[config.mk]
export PLATFORM = sky130hd
export DESIGN_NAME = router_bench_axil_sequencer
export DESIGN_NICKNAME = d
export VERILOG_FILES = /design/src/rtl/router_bench_axil_sequencer_pkg.sv /design/src/rtl/router_bench_result_buf.sv /design/src/rtl/router_bench_axil_sequencer.sv
export SDC_FILE = /design/constraint.sdc
export NUM_CORES = 1
export LEC_CHECK = 0
export BUFFER_PORTS_ARGS = -buffer_cell sky130_fd_sc_hd__buf_2
export CORE_UTILIZATION = 30
export CTS_CLUSTER_DIAMETER = 200
export DETAILED_ROUTE_END_ITERATION = 8
export HOLD_SLACK_MARGIN = 0.03
export PLACE_DENSITY = 0.47
export SYNTH_ARGS = -nofsm -noshare
export SYNTH_HDL_FRONTEND = slang
export SYNTH_SLANG_ARGS = --single-unit
[constraint.sdc]
create_clock -name clk -period 25.7 [get_ports clk]
set_clock_uncertainty 0.2 [all_clocks]
set_input_delay 1.285 -clock clk [delete_from_list [all_inputs] [get_ports clk]]
set_output_delay 1.285 -clock clk [all_outputs]
set_load 0.02 [all_outputs]
[src/rtl/router_bench_axil_sequencer_pkg.sv]
// Shared definitions for the router210 bench sequencer: register map, STATUS
// bit positions, CONTROL bits, error codes and FSM state encoding.
package router_bench_axil_sequencer_pkg;

    // Register offsets used by the sequencer (STATUS..INFO are contiguous words)
    localparam logic [5:0] REG_CONTROL = 6'h00;
    localparam logic [5:0] REG_STATUS  = 6'h04;
    localparam logic [5:0] REG_INFO    = 6'h28;

    // STATUS / CONTROL bit positions
    localparam int STATUS_BUSY_BIT   = 0;
    localparam int STATUS_DONE_BIT   = 1;
    localparam logic [31:0] CONTROL_START_WORD = 32'h0000_0001;

    // Result buffer geometry: word 0 is STATUS, word 9 is INFO
    localparam int         RES_WORDS    = 10;
    localparam logic [3:0] RES_LAST_IDX = 4'd9;

    typedef enum logic [1:0] {
        ERR_NONE    = 2'd0,
        ERR_BRESP   = 2'd1,
        ERR_RRESP   = 2'd2,
        ERR_TIMEOUT = 2'd3
    } err_code_e;

    typedef enum logic [3:0] {
        S_IDLE, S_WR, S_WRESP, S_GAP, S_ARS, S_RS, S_ARC, S_RC, S_FIN
    } state_e;

    // Byte address of result word k (k=0 is STATUS)
    function automatic logic [5:0] word_addr(input logic [3:0] k);
        return REG_STATUS + {k, 2'b00};
    endfunction

    // The engine has finished when done is set and busy is clear
    function automatic logic status_done(input logic [31:0] s);
        return s[STATUS_DONE_BIT] && !s[STATUS_BUSY_BIT];
    endfunction

endpackage

[src/rtl/router_bench_result_buf.sv]
// 10x32 result register file: one synchronous write port, one combinational
// read port that returns zero for indices beyond the last word.
module router_bench_result_buf
    import router_bench_axil_sequencer_pkg::*;
(
    input  logic        clk,
    input  logic        rst,
    input  logic        we_i,
    input  logic [3:0]  waddr_i,
    input  logic [31:0] wdata_i,
    input  logic [3:0]  raddr_i,
    output logic [31:0] rdata_o
);

    logic [31:0] mem_q [RES_WORDS];

    // Storage: cleared by reset, written one word per accepted read beat
    // NOTE: this memory is small and must read as zero after reset, so every
    // word is reset explicitly; large RAMs normally get no reset at all.
    always_ff @(posedge clk or posedge rst) begin
        if (rst) begin
            for (int i = 0; i < RES_WORDS; i++) mem_q[i] <= '0;
        end else if (we_i && waddr_i <= RES_LAST_IDX) begin
            mem_q[waddr_i] <= wdata_i;
        end
    end

    // Read port: out-of-range index reads as zero
    always_comb begin
        rdata_o = '0;
        if (raddr_i <= RES_LAST_IDX) rdata_o = mem_q[raddr_i];
    end

endmodule

[src/rtl/router_bench_axil_sequencer.sv]
// AXI4-Lite initiator that starts a router210 bench run, polls STATUS until
// done, then collects STATUS..INFO into a result buffer for readout.
module router_bench_axil_sequencer
    import router_bench_axil_sequencer_pkg::*;
#(
    parameter int POLL_GAP  = 16,
    parameter int MAX_POLLS = 4096
) (
    input  logic        clk,
    input  logic        rst,
    input  logic        go,
    output logic [5:0]  m_axi_awaddr,
    output logic        m_axi_awvalid,
    input  logic        m_axi_awready,
    output logic [31:0] m_axi_wdata,
    output logic [3:0]  m_axi_wstrb,
    output logic        m_axi_wvalid,
    input  logic        m_axi_wready,
    input  logic [1:0]  m_axi_bresp,
    input  logic        m_axi_bvalid,
    output logic        m_axi_bready,
    output logic [5:0]  m_axi_araddr,
    output logic        m_axi_arvalid,
    input  logic        m_axi_arready,
    input  logic [31:0] m_axi_rdata,
    input  logic [1:0]  m_axi_rresp,
    input  logic        m_axi_rvalid,
    output logic        m_axi_rready,
    output logic        busy,
    output logic        finished,
    output logic        error,
    output logic [1:0]  err_code,
    output logic [15:0] poll_count,
    input  logic [3:0]  res_idx,
    output logic [31:0] res_data
);

    localparam logic [15:0] GAP_LAST    = 16'(POLL_GAP - 1);
    localparam logic [15:0] POLL_LIMIT  = 16'(MAX_POLLS);

    state_e      state_q;
    logic        awvalid_q, wvalid_q, bready_q, arvalid_q, rready_q;
    logic [5:0]  araddr_q;
    logic        busy_q, finished_q, error_q;
    err_code_e   err_code_q;
    logic [15:0] poll_count_q;
    logic [15:0] gap_cnt_q;
    logic [3:0]  word_q;

    logic        buf_we_d;
    logic [3:0]  buf_waddr_d;
    logic [31:0] buf_wdata_d;

    // The write channel carries a single fixed transfer: CONTROL.start
    assign m_axi_awaddr  = REG_CONTROL;
    assign m_axi_wdata   = CONTROL_START_WORD;
    assign m_axi_wstrb   = 4'hF;
    assign m_axi_awvalid = awvalid_q;
    assign m_axi_wvalid  = wvalid_q;
    assign m_axi_bready  = bready_q;
    assign m_axi_araddr  = araddr_q;
    assign m_axi_arvalid = arvalid_q;
    assign m_axi_rready  = rready_q;
    assign busy          = busy_q;
    assign finished      = finished_q;
    assign error         = error_q;
    assign err_code      = err_code_q;
    assign poll_count    = poll_count_q;

    // Buffer write: the done STATUS beat lands in word 0, every collect beat
    // in its own word (even with a bad rresp, so the failing word is visible)
    // NOTE: every output of this block gets a default first, so no path can
    // leave one unassigned and infer a latch.
    always_comb begin
        buf_we_d    = 1'b0;
        buf_waddr_d = word_q;
        buf_wdata_d = m_axi_rdata;
        if (rready_q && m_axi_rvalid) begin
            if (state_q == S_RC) begin
                buf_we_d = 1'b1;
            end else if (state_q == S_RS && m_axi_rresp == 2'b00 &&
                         status_done(m_axi_rdata)) begin
                buf_we_d    = 1'b1;
                buf_waddr_d = 4'd0;
            end
        end
    end

    // Sequencer FSM with all AXI channel controls and status held in registers
    // NOTE: state is updated with non-blocking assignments so every branch
    // sees the pre-edge values regardless of statement order.
    always_ff @(posedge clk or posedge rst) begin
        if (rst) begin
            state_q      <= S_IDLE;
            awvalid_q    <= 1'b0;
            wvalid_q     <= 1'b0;
            bready_q     <= 1'b0;
            arvalid_q    <= 1'b0;
            rready_q     <= 1'b0;
            araddr_q     <= '0;
            busy_q       <= 1'b0;
            finished_q   <= 1'b0;
            error_q      <= 1'b0;
            err_code_q   <= ERR_NONE;
            poll_count_q <= '0;
            gap_cnt_q    <= '0;
            word_q       <= '0;
        end else begin
            unique case (state_q)
                S_IDLE, S_FIN: begin
                    if (go) begin
                        finished_q   <= 1'b0;
                        error_q      <= 1'b0;
                        err_code_q   <= ERR_NONE;
                        poll_count_q <= '0;
                        busy_q       <= 1'b1;
                        awvalid_q    <= 1'b1;
                        wvalid_q     <= 1'b1;
                        state_q      <= S_WR;
                    end
                end
                S_WR: begin
                    // AW and W complete independently; either may go first
                    if (m_axi_awready) awvalid_q <= 1'b0;
                    if (m_axi_wready)  wvalid_q  <= 1'b0;
                    if ((!awvalid_q || m_axi_awready) && (!wvalid_q || m_axi_wready)) begin
                        bready_q <= 1'b1;
                        state_q  <= S_WRESP;
                    end
                end
                S_WRESP: begin
                    if (m_axi_bvalid) begin
                        bready_q <= 1'b0;
                        if (m_axi_bresp != 2'b00) begin
                            error_q    <= 1'b1;
                            err_code_q <= ERR_BRESP;
                            finished_q <= 1'b1;
                            busy_q     <= 1'b0;
                            state_q    <= S_FIN;
                        end else begin
                            gap_cnt_q <= '0;
                            state_q   <= S_GAP;
                        end
                    end
                end
                S_GAP: begin
                    if (gap_cnt_q == GAP_LAST) begin
                        araddr_q  <= REG_STATUS;
                        arvalid_q <= 1'b1;
                        state_q   <= S_ARS;
                    end else begin
                        gap_cnt_q <= gap_cnt_q + 16'd1;
                    end
                end
                S_ARS, S_ARC: begin
                    if (m_axi_arready) begin
                        arvalid_q <= 1'b0;
                        rready_q  <= 1'b1;
                        if (state_q == S_ARS) begin
                            poll_count_q <= poll_count_q + 16'd1;
                            state_q      <= S_RS;
                        end else begin
                            state_q <= S_RC;
                        end
                    end
                end
                S_RS: begin
                    if (m_axi_rvalid) begin
                        rready_q <= 1'b0;
                        if (m_axi_rresp != 2'b00) begin
                            error_q    <= 1'b1;
                            err_code_q <= ERR_RRESP;
                            finished_q <= 1'b1;
                            busy_q     <= 1'b0;
                            state_q    <= S_FIN;
                        end else if (status_done(m_axi_rdata)) begin
                            word_q    <= 4'd1;
                            araddr_q  <= word_addr(4'd1);
                            arvalid_q <= 1'b1;
                            state_q   <= S_ARC;
                        end else if (poll_count_q == POLL_LIMIT) begin
                            error_q    <= 1'b1;
                            err_code_q <= ERR_TIMEOUT;
                            finished_q <= 1'b1;
                            busy_q     <= 1'b0;
                            state_q    <= S_FIN;
                        end else begin
                            gap_cnt_q <= '0;
                            state_q   <= S_GAP;
                        end
                    end
                end
                S_RC: begin
                    if (m_axi_rvalid) begin
                        rready_q <= 1'b0;
                        if (m_axi_rresp != 2'b00) begin
                            error_q    <= 1'b1;
                            err_code_q <= ERR_RRESP;
                            finished_q <= 1'b1;
                            busy_q     <= 1'b0;
                            state_q    <= S_FIN;
                        end else if (araddr_q == REG_INFO) begin
                            finished_q <= 1'b1;
                            busy_q     <= 1'b0;
                            state_q    <= S_FIN;
                        end else begin
                            word_q    <= word_q + 4'd1;
                            araddr_q  <= word_addr(word_q + 4'd1);
                            arvalid_q <= 1'b1;
                            state_q   <= S_ARC;
                        end
                    end
                end
                default: state_q <= S_IDLE;
            endcase
        end
    end

    router_bench_result_buf u_result_buf (
        .clk     (clk),
        .rst     (rst),
        .we_i    (buf_we_d),
        .waddr_i (buf_waddr_d),
        .wdata_i (buf_wdata_d),
        .raddr_i (res_idx),
        .rdata_o (res_data)
    );

endmodule

==> out/results.tsv <==
metric	value	unit
outcome	finished, violations left	
failing checks	design-rule violations	
setup_tns	0	ps
fmax	187.4	MHz
routed wire length per instance	20.62	um
initial antenna violation count	2	
Antenna Nets Post-Route	0	
worst skew pair latency	560	ps
Worst VDD drop	0.00003663	V
synth top area cells	dfrtp_1 (52%), mux2_2 (18%), mux4_2 (8.0%), mux2_4 (2.5%), buf_4 (2.0%)	
drt drc	16	
CTS H-Tree Depth	2	
Hold/Removal Path Class	reg2reg	
total core area	59240	sq um
RSZ-0062 raised after global routing	no	
Post-Synthesis Cells	1383	
Synth top area share	51.85	%
CP peak stage delay	730	ps
CTS sink cnt	374	
slowest stage cell, crit path	buf_4	
total I/O pin count	154	
CP Class	in2out	
hold bufs inserted after CTS	0	
crit start category	primary input	
Root Buffer	clkbuf_16	
via density per instance	4.964	
drt total wl	46.18	mm
vias in the first global route	11630	
worst hold slack	281.5	ps
CTS tree	yes	
Netlist cell types	62	
Worst EP required	24210	ps
synthesized area per cell	13.05	sq um
share of layout cells above drive strength 1	40.16	%
CP Cell Sequence	buf_6 > buf_4 > mux4_2 > a21oi_1 > o21ai_0 > buf_2	
Worst-path clk slew	60	ps
vias post-DR	11110	
number of synthesized flops with an enable pin	0	
Max Root-Sink Buffers	3	
most frequent cells in the layout	dfrtp_1 (374), mux2_2 (293), buf_2 (107)	
DRT iter0 DRCs	608	
worst path bufs/invs	3	
prevailing post-synth register cell	dfrtp_1	
critical path arrival	3850	ps
placed wire-length estimate	26.64	mm
yosys warns	0	
largest net degree at the start of global routing	179	
fin. max-slew vios	0	
post_cts resized	0	
die width	247.3	um
Pwr per Cell Area	70.94	nW/um^2
Port Buffers	109	
CP Max Fanout	62	
CTS buffer count	42	
Initial Util	30.47	%
worst-margin pin slew	1100	ps
first-pass GRT wire length	72.28	mm
mapped cell area	18050	sq um
Synth area leader	dfrtp_1	
#FFs+latches synth	374	
Post CTS Setup Buffer Count	0	
part of the cycle the worst path needs	20.76	%
die area	61150	sq um
leakage	9.865	nW
Tot GR Track Use	15.48	%
placed standard-cell area	19120	sq um
slew margin rel.	26.42	%
Final #Nets	1493	
Async SR Flop Fraction	100.0	%
# Max-Cap Violations	0	
P&R area growth vs syn	13.07	%
GRT overflow	0	
RePlAce Congestion	0.7415	
CP endpoint kind	primary output	
CP delay by family, top	buffers and inverters	
most common cell after layout, fill and taps aside	dfrtp_1	
Seq/Total Area, Yosys	51.85	%
Die Ht	247.3	um
Final Hold Viols	0	
drt pass-1 iters	7	
design area	20410	sq um
final setup vio count	0	
FP Rows	89	
Final Critical Period	5337	ps
## worst register-to-register path, cell delays in order, from the launching register on
cell     delay [ps]
dfrtp_1         620
and3b_1         510
nand2_2         250
nor3_4          330
nand4_1         910
buf_4           640
mux2_2          350
## stage by stage
step                power [mW]  cells  worst slack (ps)  utilization, %
detailed placement      0.8835   2169             20220           32.27
floorplan               0.8252   1425             13830               -
CTS                      1.473   2237             20220           34.44
global route             1.521   2237             20000           34.44
global placement        0.8808   2169             20200           32.27
finish                   1.448   2239             20360           34.45
## final cells by class
type,count,area (sq um)
clock buffer,62,1227
sequential,374,9359
fill,5811,38830
inverter,25,101.3
timing repair buffer,129,716.9
clock inverter,6,58.81
antenna,2,5.005
tap,773,967.2
multi-input combinational,868,7973
## report_power, final
part | internal (mW) | leakage, nW | switching (mW)
logic | 0.0791 | 4.06 | 0.124
clock network | 0.338 | 0.635 | 0.239
registers | 0.627 | 5.17 | 0.0414
total | 1.04 | 9.86 | 0.404
## per-layer routing
| layer | track usage [%] | vias to the layer above | part of all wire [%] |
|---|---|---|---|
| li1 | - | 5011 | - |
| met5 | 0 | - | 0 |
| met3 | 3.375 | 54 | 4.3 |
| met4 | 3.753 | 0 | 1.8 |
| met1 | 20.80 | 5876 | 46 |
| met2 | 25.28 | 173 | 48 |
## synthesized netlist by cell type, types with 2 or more instances
master,instances
a31oi_1,17
o21bai_1,3
mux4_2,64
buf_2,30
o2111ai_1,4
and2_1,5
o21a_1,4
a21o_1,2
and3_1,9
ha_1,5
buf_1,42
nor4_1,7
o31ai_1,5
buf_4,47
xnor2_1,8
o21ai_0,65
buf_6,4
a21oi_1,45
nor2b_1,6
or4_1,3
xor2_1,3
and4_1,4
mux2_4,30
nand3_1,15
o22ai_1,2
a41oi_1,2
inv_1,25
nor4b_1,3
mux2i_1,34
o211ai_1,4
nor2_1,62
a22oi_1,3
mux2_2,293
and3b_1,2
nand2_1,64
dfrtp_1,374
conb_1,2
clkbuf_1,34
nand2b_1,6
nand4_1,9
nor3_1,11
or3_1,6
## registers in the layout (all words and copies together), names as in the netlist, 2 cells and up
signal              cells
u_result_buf.mem_q    320
gap_cnt_q              16
poll_count             16
m_axi_araddr            4
state_q                 4
word_q                  4
err_code                2
## path summary, 6_finish.rpt
path                            start  slack, ps                 endpoint  depth (start not counted)
setup / recovery           res_idx[0]      20360             res_data[31]                          6
hold / removal                   busy        280                     busy                          1
setup reg to reg           state_q[2]      21760  u_result_buf.mem_q[110]                          6
hold reg to reg                  busy        280                     busy                          1
max in group asynchronous         rst      22940  u_result_buf.mem_q[169]                          3
min in group asynchronous         rst        740            poll_count[6]                          2
## cell families (layout without fill, tap and decap cells)
group	after synthesis	after routing	synth area share [%]
and+or+nand+nor	221	221	6.052
DFF	374	374	51.85
buffers and inverters	183	222	5.165
xor gates and xnor gates	11	11	0.5338
adders and majority gates	5	5	0.3466
muxes	421	421	30.65
other	2	46	0.04161
AOI/OAI and AO/OA	166	166	5.359
Power figures use the tool's default switching activity.
